File: config.mk
export PLATFORM = sky130hd
export DESIGN_NAME = spi_ctrl_fsm
export DESIGN_NICKNAME = d
export VERILOG_FILES = /design/src/rtl/spi_ctrl_fsm.sv
export SDC_FILE = /design/constraint.sdc
export NUM_CORES = 1
export LEC_CHECK = 0
export ABC_CLOCK_PERIOD_IN_PS = 4200
export CORE_UTILIZATION = 45
export DETAILED_ROUTE_END_ITERATION = 16
export PLACE_DENSITY_LB_ADDON = 0.25
export SLEW_MARGIN = 5
export SYNTH_ARGS = -nofsm -noshare
export SYNTH_HDL_FRONTEND = slang
export SYNTH_SLANG_ARGS = --single-unit
File: constraint.sdc
create_clock -name clk -period 4.2 [get_ports clk]
set_input_delay 0.42 -clock clk [delete_from_list [all_inputs] [get_ports clk]]
set_output_delay 0.42 -clock clk [all_outputs]
set_load 0.02 [all_outputs]
File: src/rtl/spi_ctrl_fsm.sv
// SPI-slave transaction sequencer: frames command/data phases, strobes the
// address latch, shift register and data memory, and flags aborted frames.
module spi_ctrl_fsm #(
  parameter int unsigned ADDR_WIDTH = 7,
  parameter int unsigned DATA_WIDTH = 8,
  parameter int unsigned MEM_LAT    = 1,
  parameter int unsigned BURST_EN   = 0
) (
  input  logic clk,
  input  logic reset_n,
  input  logic sclk_rise,
  input  logic chipselect,
  input  logic rw_bit,
  output logic addr_latch_en,
  output logic sr_load,
  output logic dm_we,
  output logic addr_inc,
  output logic miso_en,
  output logic busy,
  output logic frame_err
);

  localparam int unsigned CMD_BITS = ADDR_WIDTH + 1;
  localparam int unsigned MAX_BITS = (CMD_BITS > DATA_WIDTH) ? CMD_BITS : DATA_WIDTH;
  localparam int unsigned CNT_W    = $clog2(MAX_BITS) + 1;

  localparam logic [CNT_W-1:0] CMD_LAST  = CNT_W'(CMD_BITS - 1);
  localparam logic [CNT_W-1:0] DATA_LAST = CNT_W'(DATA_WIDTH - 1);
  localparam logic [CNT_W-1:0] LAT_LAST  = CNT_W'(MEM_LAT - 1);
  localparam logic [CNT_W-1:0] CNT_ONE   = CNT_W'(1);
  localparam bit               BURST     = (BURST_EN != 0);

  typedef enum logic [3:0] {
    S_IDLE, S_CMD, S_LATCH, S_RD_WAIT, S_RD_LOAD, S_RD_SHIFT, S_RD_INC,
    S_WR_SHIFT, S_WR_COMMIT, S_WR_INC, S_DONE
  } state_e;

  state_e           state_q, state_d;
  logic [CNT_W-1:0] cnt_q, cnt_d;
  logic addr_latch_en_q, addr_latch_en_d;
  logic sr_load_q, sr_load_d;
  logic dm_we_q, dm_we_d;
  logic addr_inc_q, addr_inc_d;
  logic miso_en_q, miso_en_d;
  logic busy_q, busy_d;
  logic frame_err_q, frame_err_d;

  // Next state, counter and the outputs of the state being entered
  always_comb begin
    state_d     = state_q;
    cnt_d       = cnt_q;
    frame_err_d = 1'b0;
    if (chipselect) begin
      // Deselect wins over everything; mid-word or mid-command is a broken frame
      state_d     = S_IDLE;
      cnt_d       = '0;
      frame_err_d = (state_q == S_LATCH) ||
                    ((cnt_q != '0) && (state_q inside {S_CMD, S_WR_SHIFT, S_RD_SHIFT}));
    end else begin
      unique case (state_q)
        S_IDLE: begin
          cnt_d   = '0;
          state_d = S_CMD;
        end
        S_CMD: if (sclk_rise) begin
          if (cnt_q == CMD_LAST) begin
            cnt_d   = '0;
            state_d = S_LATCH;
          end else cnt_d = cnt_q + CNT_ONE;
        end
        S_LATCH:   state_d = rw_bit ? S_RD_WAIT : S_WR_SHIFT;
        S_RD_WAIT: begin
          if (cnt_q == LAT_LAST) begin
            cnt_d   = '0;
            state_d = S_RD_LOAD;
          end else cnt_d = cnt_q + CNT_ONE;
        end
        S_RD_LOAD:  state_d = S_RD_SHIFT;
        S_RD_SHIFT: if (sclk_rise) begin
          if (cnt_q == DATA_LAST) begin
            cnt_d   = '0;
            state_d = BURST ? S_RD_INC : S_DONE;
          end else cnt_d = cnt_q + CNT_ONE;
        end
        S_RD_INC:   state_d = S_RD_WAIT;
        S_WR_SHIFT: if (sclk_rise) begin
          if (cnt_q == DATA_LAST) begin
            cnt_d   = '0;
            state_d = S_WR_COMMIT;
          end else cnt_d = cnt_q + CNT_ONE;
        end
        S_WR_COMMIT: state_d = BURST ? S_WR_INC : S_DONE;
        S_WR_INC:    state_d = S_WR_SHIFT;
        S_DONE:      state_d = S_DONE;
        default: begin
          state_d = S_IDLE;
          cnt_d   = '0;
        end
      endcase
    end

    addr_latch_en_d = (state_d == S_LATCH);
    sr_load_d       = (state_d == S_RD_LOAD);
    dm_we_d         = (state_d == S_WR_COMMIT);
    addr_inc_d      = (state_d == S_RD_INC) || (state_d == S_WR_INC);
    miso_en_d       = (state_d == S_RD_SHIFT);
    busy_d          = (state_d != S_IDLE);
  end

  always_ff @(posedge clk or negedge reset_n) begin
    if (!reset_n) begin
      state_q         <= S_IDLE;
      cnt_q           <= '0;
      addr_latch_en_q <= 1'b0;
      sr_load_q       <= 1'b0;
      dm_we_q         <= 1'b0;
      addr_inc_q      <= 1'b0;
      miso_en_q       <= 1'b0;
      busy_q          <= 1'b0;
      frame_err_q     <= 1'b0;
    end else begin
      state_q         <= state_d;
      cnt_q           <= cnt_d;
      addr_latch_en_q <= addr_latch_en_d;
      sr_load_q       <= sr_load_d;
      dm_we_q         <= dm_we_d;
      addr_inc_q      <= addr_inc_d;
      miso_en_q       <= miso_en_d;
      busy_q          <= busy_d;
      frame_err_q     <= frame_err_d;
    end
  end

  assign addr_latch_en = addr_latch_en_q;
  assign sr_load       = sr_load_q;
  assign dm_we         = dm_we_q;
  assign addr_inc      = addr_inc_q;
  assign miso_en       = miso_en_q;
  assign busy          = busy_q;
  assign frame_err     = frame_err_q;

endmodule
==> reports/summary.txt <==
status: finished, final reports clean
DR vias: 752
r2r worst-path depth: 6
VDD IR max: 0.140 mV
ys async rst share: 100%
Reg clk slew, reported paths: 0.09 ns
critical path data required time: 4.36 ns
Hold Vio Cnt, Final: 0
yosys warns: 0
CTS root buf: clkbuf_4
final setup fails: 0
non-filler instance count after layout: 129
Highest Signal Layer: met4
Comb power frac: 11.7%
EDFF count, synth: 0
Metal-1 WL: 889 um
Mapped Cells: 94
H-tree levels: 1
Top FF cell, synth: dfrtp_1
syn nets: 101
row count: 15
beginning of the worst register-to-register path: cnt_q[0]$_DFFE_PN0P_
Net Sw Frac: 26.2%
Clock power frac: 31.6%
All-Layer GR Usage: 20.9%
maximum clock insertion buffer count: 2
GP Congestion: 0.828
Via-to-Cell Ratio: 5.83
wire per inst: 13.7 um
placed cells: 125
max-slew violations: 0
full die area: 0.00216 mm2
Fmax: 575 MHz
largest net degree at the start of global routing: 16
Die H: 46.4 um
Synth Cell Area: 888 um2
Routed Antenna Nets: 0
clk sink count: 15
Hold-fix buffers, CTS: 0
grt ovf: 0
vias in the first global route: 716
initial DRC count: 18
Cell Chain, Critical Path: inv_1 -> ha_1 -> or3b_4 -> nor2b_1 -> o21ai_1 -> o32ai_1
Syn Area/Cell: 9.45 um2
CTS tree: built
Largest delay share family, worst path: simple AND/OR/NAND/NOR gates
nets: 112
Setup crit start kind: register
post-synthesis sequential area ratio: 42.3%
final wirelength: 1.77 mm
most frequent cells in the layout: dfrtp_1 (15), clkdlybuf4s50_1 (11), nor2_1 (9)
met3 WL: 67 um
Max stage delay on crit path: 0.43 ns
P per Cell Area: 257 mW/mm2
Leak: 0.437 nW
reg-to-reg slack, setup: 2.46 ns
setup tns final: 0 ns
Crit. End Element: register
first-pass GRT wire length: 3.16 mm
fraction of layout instances using a drive strength above 1: 7.69%
clock skew: 0.00465 ns
worst-margin pin slew: 0.636 ns
CP max-delay cell: dfrtp_1
final worst-path cycle share: 41.4%
die width: 46.4 um
worst skew pair latency: 0.29 ns
core box area: 0.00178 mm2
diode count: 0
commonest non-fill, non-tap cell in the layout: dfrtp_1
Initial Util: 49.8%
worst rel slew slack: 57.4%
RSZ-0062 raised after global routing: false
initial antenna violation count: 0
worst-path maximum fanout: 6
Final WS setup: 2.46 ns
Port Buffers: 11
cts repair resizes: 0
Routed met2 length: 779 um
post-synth cell types: 39
Pre-antenna DRT Iters: 4
Top Ports: 12
Crit path buffers/inverters: 1
Post-CTS Setup Bufs: 0
hold slack: 0.517 ns
Hold Path Class: input port to async pin
sequential share of power: 56.7%
Syn-to-layout area delta: 16.2%
reg-to-reg endpoint: cnt_q[1]$_DFFE_PN0P_
Num CTS Buffers: 3
NetSw: 0.0000694 W
worst slack at placement: 2.32 ns
fin crit period: 1.74 ns
Final Power: 0.000265 W
final routed DRC violation total: 0
register bit total from synthesis: 15
Arr. time, crit path: 1.90 ns
Pint: 0.000196 W
max cap viols: 0
Setup CP Type: register to register
worst reg2reg max path, delay by kind of cell (launching register included):
family / cells / cell delay (ns)
AOI/OAI and AO/OA: 2 / 0.41
DFF: 1 / 0.43
adders and majority gates: 1 / 0.13
and+or+nand+nor: 2 / 0.57
buffers and inverters: 1 / 0.07
cells in the mapped netlist (2+ instances only):
master	instances	area (um2)
nor3_1	2	10.0
nand2_1	5	18.8
dfrtp_1	15	375
nand4b_1	2	17.5
inv_1	5	18.8
buf_2	2	10.0
nor2_1	9	33.8
nand3_1	3	15.0
nor4_1	2	12.5
nand2b_1	4	25.0
and4_1	2	17.5
o21ai_0	2	10.0
and3_1	2	12.5
o21a_1	2	15.0
ha_1	2	25.0
clkbuf_1	2	7.51
o21ai_1	5	25.0
a21oi_1	5	25.0
a211o_1	2	17.5
mux2i_1	2	20.0
kinds of logic after synthesis:
kind of cell,count (synthesis),synth area share [%]
other,1,0.422
buffers and inverters,10,4.93
adders and majority gates,2,2.82
AOI/OAI and AO/OA,25,20.4
DFF,15,42.3
muxes,2,2.25
and+or+nand+nor,39,26.9
flip-flops by register name, indices dropped and copies added, names as in the netlist:
| signal | flops |
|---|---|
| cnt_q | 4 |
| state_q | 4 |
| addr_inc | 1 |
| addr_latch_en | 1 |
| busy | 1 |
| dm_we | 1 |
| frame_err | 1 |
| miso_en | 1 |
| sr_load | 1 |
stage by stage:
| stage | util, % | instance area [um2] |
|---|---|---|
| floorplan | - | 888 |
| global placement | 56.4 | 1000 |
| detailed placement | 56.4 | 1000 |
| CTS | 57.9 | 1030 |
| global route | 57.9 | 1030 |
| finish | 57.9 | 1030 |
worst max path at each step:
stage,start,end,slack (ns),depth (start not counted)
5_1_grt,cnt_q[0]$_DFFE_PN0P_,cnt_q[1]$_DFFE_PN0P_,2.31,6
6_report,cnt_q[0]$_DFFE_PN0P_,cnt_q[1]$_DFFE_PN0P_,2.46,6
4_1_cts,cnt_q[0]$_DFFE_PN0P_,state_q[1]$_DFF_PN0_,2.46,6
3_3_place_gp,sclk_rise,state_q[1]$_DFF_PN0_,2.33,5
3_5_place_dp,sclk_rise,state_q[1]$_DFF_PN0_,2.32,5
2_1_floorplan,cnt_q[0]$_DFFE_PN0P_,state_q[1]$_DFF_PN0_,2.63,6
power groups by stage:
stage           clock, W  sequential [W]  combinational (W)
2_1_floorplan          0        0.000153          0.0000192
3_3_place_gp           0        0.000153          0.0000309
3_5_place_dp           0        0.000153          0.0000312
4_1_cts        0.0000857        0.000150          0.0000314
5_1_grt        0.0000936        0.000151          0.0000352
6_report       0.0000839        0.000150          0.0000311
cell type report:
class | instances | area (um2)
tap | 25 | 31.3
timing repair buffer | 11 | 110
multi-input combinational | 69 | 469
inverter | 5 | 18.8
clock buffer | 3 | 22.5
sequential | 15 | 375
clock inverter | 1 | 5.00
fill | 163 | 751
layer usage:
metal	track usage (%)	up-vias
met5	0	-
met4	8.82	0
met3	4.71	5
met2	30.8	23
met1	28.8	358
li1	-	366
No activity file was read; power rests on OpenSTA's default activity.
